### src/rtl/bin2bcd_seq_if.sv
// bin2bcd_seq_if: start/busy/done handshake and data bus for the binary-to-BCD converter
interface bin2bcd_seq_if #(parameter int WIDTH = 16, parameter int DIGITS = 5);
  logic start;
  logic [WIDTH-1:0] bin_in;
  logic busy;
  logic done;
  logic [DIGITS*4-1:0] bcd_out;
  modport master (output start, bin_in, input busy, done, bcd_out);
  modport slave (input start, bin_in, output busy, done, bcd_out);
endinterface

### src/rtl/bin2bcd_seq.sv
// bin2bcd_seq: sequential double-dabble binary-to-BCD converter with start/busy/done handshake
// Define BIN2BCD_FAST_EN to merge add-3 and shift into one cycle per bit.
module bin2bcd_seq #(
  parameter int WIDTH = 16,
  parameter int DIGITS = 5
) (
  input logic clk,
  input logic rst,
  bin2bcd_seq_if.slave bus
);
  localparam int BW = DIGITS * 4;
`ifdef BIN2BCD_FAST_EN
  // SHIFT applies add-3 and the shift in the same cycle
  typedef enum logic [1:0] {IDLE, SHIFT, DONE} state_t;
  localparam state_t S_LOOP = SHIFT;
`else
  typedef enum logic [1:0] {IDLE, ADD, SHIFT, DONE} state_t;
  localparam state_t S_LOOP = ADD;
`endif
  state_t r_state;
  logic [BW-1:0] r_bcd_acc, r_bcd_out, w_add;
  logic [WIDTH-1:0] r_bin_acc;
  logic [4:0] r_cnt;
  logic r_busy, r_done;
  logic [BW+WIDTH-1:0] w_sh;
  logic w_last;
  genvar d;
  for (d = 0; d < DIGITS; d++) begin : g_dig
    assign w_add[4*d+:4] = (r_bcd_acc[4*d+:4] >= 4'd5) ? r_bcd_acc[4*d+:4] + 4'd3 : r_bcd_acc[4*d+:4];
  end
`ifdef BIN2BCD_FAST_EN
  assign w_sh = {w_add, r_bin_acc} << 1;
`else
  assign w_sh = {r_bcd_acc, r_bin_acc} << 1;
`endif
  assign w_last = r_cnt == 5'(WIDTH - 1);
  always_ff @(posedge clk) begin
    if (rst) begin
      r_state <= IDLE;
      r_bcd_acc <= '0;
      r_bin_acc <= '0;
      r_cnt <= '0;
      r_busy <= 1'b0;
      r_done <= 1'b0;
      r_bcd_out <= '0;
    end else begin
      case (r_state)
        IDLE: if (bus.start) begin
          r_bin_acc <= bus.bin_in;
          r_bcd_acc <= '0;
          r_cnt <= '0;
          r_busy <= 1'b1;
          r_state <= S_LOOP;
        end
`ifndef BIN2BCD_FAST_EN
        ADD: begin
          r_bcd_acc <= w_add;
          r_state <= SHIFT;
        end
`endif
        SHIFT: begin
          {r_bcd_acc, r_bin_acc} <= w_sh;
          if (w_last) begin
            r_bcd_out <= w_sh[BW+WIDTH-1 -: BW];
            r_done <= 1'b1;
            r_busy <= 1'b0;
            r_state <= DONE;
          end else begin
            r_cnt <= r_cnt + 5'd1;
            r_state <= S_LOOP;
          end
        end
        DONE: begin
          r_done <= 1'b0;
          r_state <= IDLE;
        end
        default: r_state <= IDLE;
      endcase
    end
  end
  assign bus.busy = r_busy;
  assign bus.done = r_done;
  assign bus.bcd_out = r_bcd_out;
endmodule

### src/flat_wrapper.sv
// flat-port wrapper written by rule: the top's interface ports become plain ports
module bin2bcd_seq_flat 
#(
  parameter int WIDTH = 16,
  parameter int DIGITS = 5
)
  (clk, rst, bus_start, bus_bin_in, bus_busy, bus_done, bus_bcd_out);
  bin2bcd_seq_if #(.WIDTH(WIDTH), .DIGITS(DIGITS)) bus_i ();
  input logic clk;
  input logic rst;
  input wire logic [$bits(bus_i.start)-1:0] bus_start;
  input wire logic [$bits(bus_i.bin_in)-1:0] bus_bin_in;
  output wire logic [$bits(bus_i.busy)-1:0] bus_busy;
  output wire logic [$bits(bus_i.done)-1:0] bus_done;
  output wire logic [$bits(bus_i.bcd_out)-1:0] bus_bcd_out;
  assign bus_i.start = bus_start;
  assign bus_i.bin_in = bus_bin_in;
  assign bus_busy = bus_i.busy;
  assign bus_done = bus_i.done;
  assign bus_bcd_out = bus_i.bcd_out;
  bin2bcd_seq #(.WIDTH(WIDTH), .DIGITS(DIGITS)) u_core (.clk(clk), .rst(rst), .bus(bus_i));
endmodule
### config.mk
export PLATFORM = sky130hd
export DESIGN_NAME = bin2bcd_seq_flat
export DESIGN_NICKNAME = d
export VERILOG_FILES = /design/src/rtl/bin2bcd_seq_if.sv /design/src/rtl/bin2bcd_seq.sv /design/src/flat_wrapper.sv
export SDC_FILE = /design/constraint.sdc
export NUM_CORES = 1
export LEC_CHECK = 0
export CAP_MARGIN = 20
export CORE_MARGIN = 2
export CORE_UTILIZATION = 45
export DETAILED_ROUTE_END_ITERATION = 10
export DONT_BUFFER_PORTS = 1
export PLACE_DENSITY_LB_ADDON = 0.3
export SYNTH_ARGS = -nofsm -noshare
export SYNTH_HDL_FRONTEND = slang
export SYNTH_SLANG_ARGS = --single-unit
export TNS_END_PERCENT = 10
### constraint.sdc
create_clock -name clk -period 2.2 [get_ports clk]
set_clock_uncertainty 0.1 [all_clocks]
set_input_delay 0.44 -clock clk [delete_from_list [all_inputs] [get_ports clk]]
set_output_delay 0.44 -clock clk [all_outputs]
set_load 0.02 [all_outputs]
==> flow_metrics.py <==
metrics = {
    "floorplan": {
        "die_y_um": 89.1,
        "die_width_um": 89.1,
        "start_util": 0.456,
        "num_rows": 31,
        "ios": 41,
        "coreArea_mm2": 0.00714,
        "die_area_mm2": 0.00793,
    },
    "clock_tree": {
        "cts-root-buf": "clkbuf_8",
        "post_cts_buffers": 0,
        "numCtsBuffers": 9,
        "clockBufferDepth": 2,
        "hold_buffers": 0,
        "clkTransAtPathRegs_ns": 0.08,
        "clk_latency_ns": 0.35,
        "cts_sinks": 65,
        "cts_tree": "done",
        "htreeDepth": 3,
    },
    "layout": {
        "diodes": 0,
        "layout-drive-gt1-share": 0.0932,
        "stdcell_count": 496,
        "final_util": 0.501,
        "nets": 428,
        "area_growth_syn_to_layout_pct": 9.72,
    },
    "pwr": {
        "leakagePower_nw": 1.17,
        "vdd_ir_drop_max_mv": 0.361,
        "power_frac_clock": 0.346,
        "p_comb_frac": 0.201,
        "switching_share": 0.314,
        "p_int_w": 0.00199,
        "power.switching_w": 0.000912,
        "p_per_area_mw_per_mm2": 813,
        "seqPwrFrac": 0.452,
    },
    "grt": {
        "grt_max_degree": 67,
        "grt_pass1_wl_mm": 11.4,
        "antenna_found_initial": 0,
        "overflow": 0,
        "grt.total_usage": 0.186,
        "grt_pass1_vias": 2460,
    },
    "route": {
        "viasPerCell": 5.51,
        "antenna_left": 0,
        "drtIter0Drc": 101,
        "wl_per_cell_um": 14.4,
        "drc_errors": 0,
        "vias": 2731,
        "drt_first_pass_iters": 4,
        "wl_mm": 7.15,
    },
    "worst_setup_path": {
        "rrSetupSlack_ns": 0.04,
        "critPathArrivalTime_ns": 2.33,
        "critPathMaxFanout": 5,
        "crit_path_end_kind": "register",
        "reg2reg_depth": 7,
        "r2r-start": "u_core.r_cnt[1]",
        "timing_worst_setup_path_type": "register to register",
        "r2r_end": "u_core.r_cnt[3]",
        "crit_required_ns": 2.36,
        "cp-start-kind": "register",
    },
    "hold_path": {
        "holdCritStartpoint": "rst",
        "hold_depth": 1,
        "hold_path_class": "input pin to register",
        "whs_endpoint": "u_core.r_bin_acc[7]",
    },
    "sta": {
        "fmax_ghz": 0.462,
        "finalCritPeriodShare": 0.984,
        "slew_viol_final": 0,
        "worstMarginPinSlew_ns": 0.510,
        "slew_headroom": 0.660,
        "period_minus_slack_ns": 2.16,
        "setup_violations": 0,
        "rsz0062_at_grt": "true",
        "hold_violations": 0,
    },
    "synthesis": {
        "async_flop_share": 0,
        "ys_ff_latch": 65,
        "synthFlopType": "dfxtp_1",
        "syn-num-nets": 432,
        "yosysUniqueCellTypes": 35,
        "syn_area_per_cell_um2": 8.22,
        "syn_area_mm2": 0.00326,
        "synthCells": 396,
        "synth-edff-count": 0,
        "yosys_warnings": 0,
        "yosysSeqAreaShare": 0.400,
    },
    "flow_run": {
        "drv_cap": 0,
    },
    "place": {
        "gp_congestion": 0.770,
        "place_inst": 480,
        "portBuffers": 0,
        "dp_hpwl_mm": 4.56,
    },
    "status": {
        "outcome": "finished clean",
    },
}
worst max-delay path, stage by stage (launching register included):
cell and delay, ns:
dfxtp_2 0.33, ha_2 0.17, and3_1 0.18, ha_2 0.18, and2_1 0.17, or3_4 0.40, or3_1 0.33, a221oi_2 0.21
power groups by stage:
stage / Sequential (W) / Combinational, W / Clock, W
detailed placement: 0.00134 / 0.000574 / 0
global route: 0.00132 / 0.000652 / 0.00109
CTS: 0.00131 / 0.000576 / 0.00103
finish: 0.00131 / 0.000584 / 0.00101
global placement: 0.00134 / 0.000554 / 0
floorplan: 0.00132 / 0.000462 / 0
sequential cells by signal, summed over array words and instances, names as in the netlist:
signal / flops
u_core.r_bcd_acc: 20
u_core.r_cnt: 5
u_core.r_bin_acc: 16
u_core.bus.busy: 1
u_core.bus.bcd_out: 20
u_core.r_state: 2
u_core.bus.done: 1
metrics by stage:
step           setup TNS [ns]  total power, W  setup WS, ns  hold slack, ns  cell area, µm²
3_3_place_gp                0         0.00189        0.0991           0.363            3360
3_5_place_dp                0         0.00191        0.0321           0.355            3360
4_1_cts                     0         0.00292        0.0101          0.0368            3560
2_1_floorplan               0         0.00179        0.0180           0.345            3260
6_report                    0         0.00290        0.0360          0.0568            3570
5_1_grt               -0.0320         0.00307       -0.0302          0.0356            3570
layout make-up:
class,instances,area [µm²]
fillers,705,3560
well taps,99,124
multi-input cells,291,1820
repair buffers,11,82.6
inverters,14,52.6
clock buffers,9,124
flip-flops and latches,65,1300
clock inverters,7,71.3
what timing repair did:
action | CTS | global route
endpoints found under the hold margin | 0 | 0
setup endpoints to repair | 0 | 10
gates resized for setup | 0 | 4
cells in the mapped netlist (all sizes together) (5+ instances only):
master | count | area [µm²]
a32oi | 5 | 43.8
a211oi | 17 | 128
nand2b | 13 | 81.3
dfxtp | 65 | 1300
clkbuf | 22 | 82.6
mux2i | 16 | 160
o31ai | 5 | 37.5
xor2 | 5 | 43.8
nand4b | 14 | 123
ha | 17 | 213
a21oi | 45 | 225
o21ai | 37 | 185
o21bai | 5 | 37.5
nand2 | 57 | 214
nor2 | 29 | 109
inv | 14 | 52.6
nand3b | 6 | 45.0
layout by cell type, fill, tap and decap left out, types with 4 or more instances in the layout:
| master | n |
|---|---|
| a21oi_1 | 44 |
| o21ai_1 | 6 |
| o21bai_1 | 5 |
| clkbuf_8 | 9 |
| mux2i_1 | 16 |
| ha_1 | 14 |
| xor2_1 | 5 |
| nor2_1 | 29 |
| nand4b_1 | 14 |
| o21ai_0 | 31 |
| a211oi_1 | 17 |
| nor2b_1 | 4 |
| buf_4 | 11 |
| a32oi_1 | 5 |
| nand2_1 | 57 |
| dfxtp_1 | 64 |
| inv_1 | 13 |
| nand3b_1 | 6 |
| o31ai_1 | 5 |
| nand2b_1 | 13 |
worst max path at each step:
stage / endpoint / depth (start not counted) / slack (ns) / startpoint
2_1_floorplan: u_core.r_cnt[3] / 8 / 0.02 / u_core.r_cnt[0]
3_3_place_gp: u_core.r_cnt[3] / 7 / 0.1 / u_core.r_cnt[1]
3_5_place_dp: u_core.r_cnt[3] / 7 / 0.03 / u_core.r_cnt[1]
4_1_cts: u_core.r_cnt[3] / 7 / 0.01 / u_core.r_cnt[1]
5_1_grt: u_core.r_cnt[3] / 7 / -0.03 / u_core.r_cnt[1]
6_report: u_core.r_cnt[3] / 7 / 0.04 / u_core.r_cnt[1]
layer usage:
metal	part of all wire	track usage	vias to the layer above
li1	-	-	1389
met1	0.47	0.246	1269
met2	0.46	0.293	64
met3	0.061	0.0572	9
met4	0.0097	0.0570	0
met5	0	0	-
logic make-up (layout without fill, tap and decap cells):
kind of cell	count (synthesis)	in the layout	synth area share
mux	17	17	0.0527
compound gates	117	117	0.211
xor+xnor	6	6	0.0161
simple gates	134	134	0.206
flops	65	65	0.400
fa+ha+maj	17	17	0.0653
buf+inv	40	41	0.0492
(Power assumes the default switching activity.)
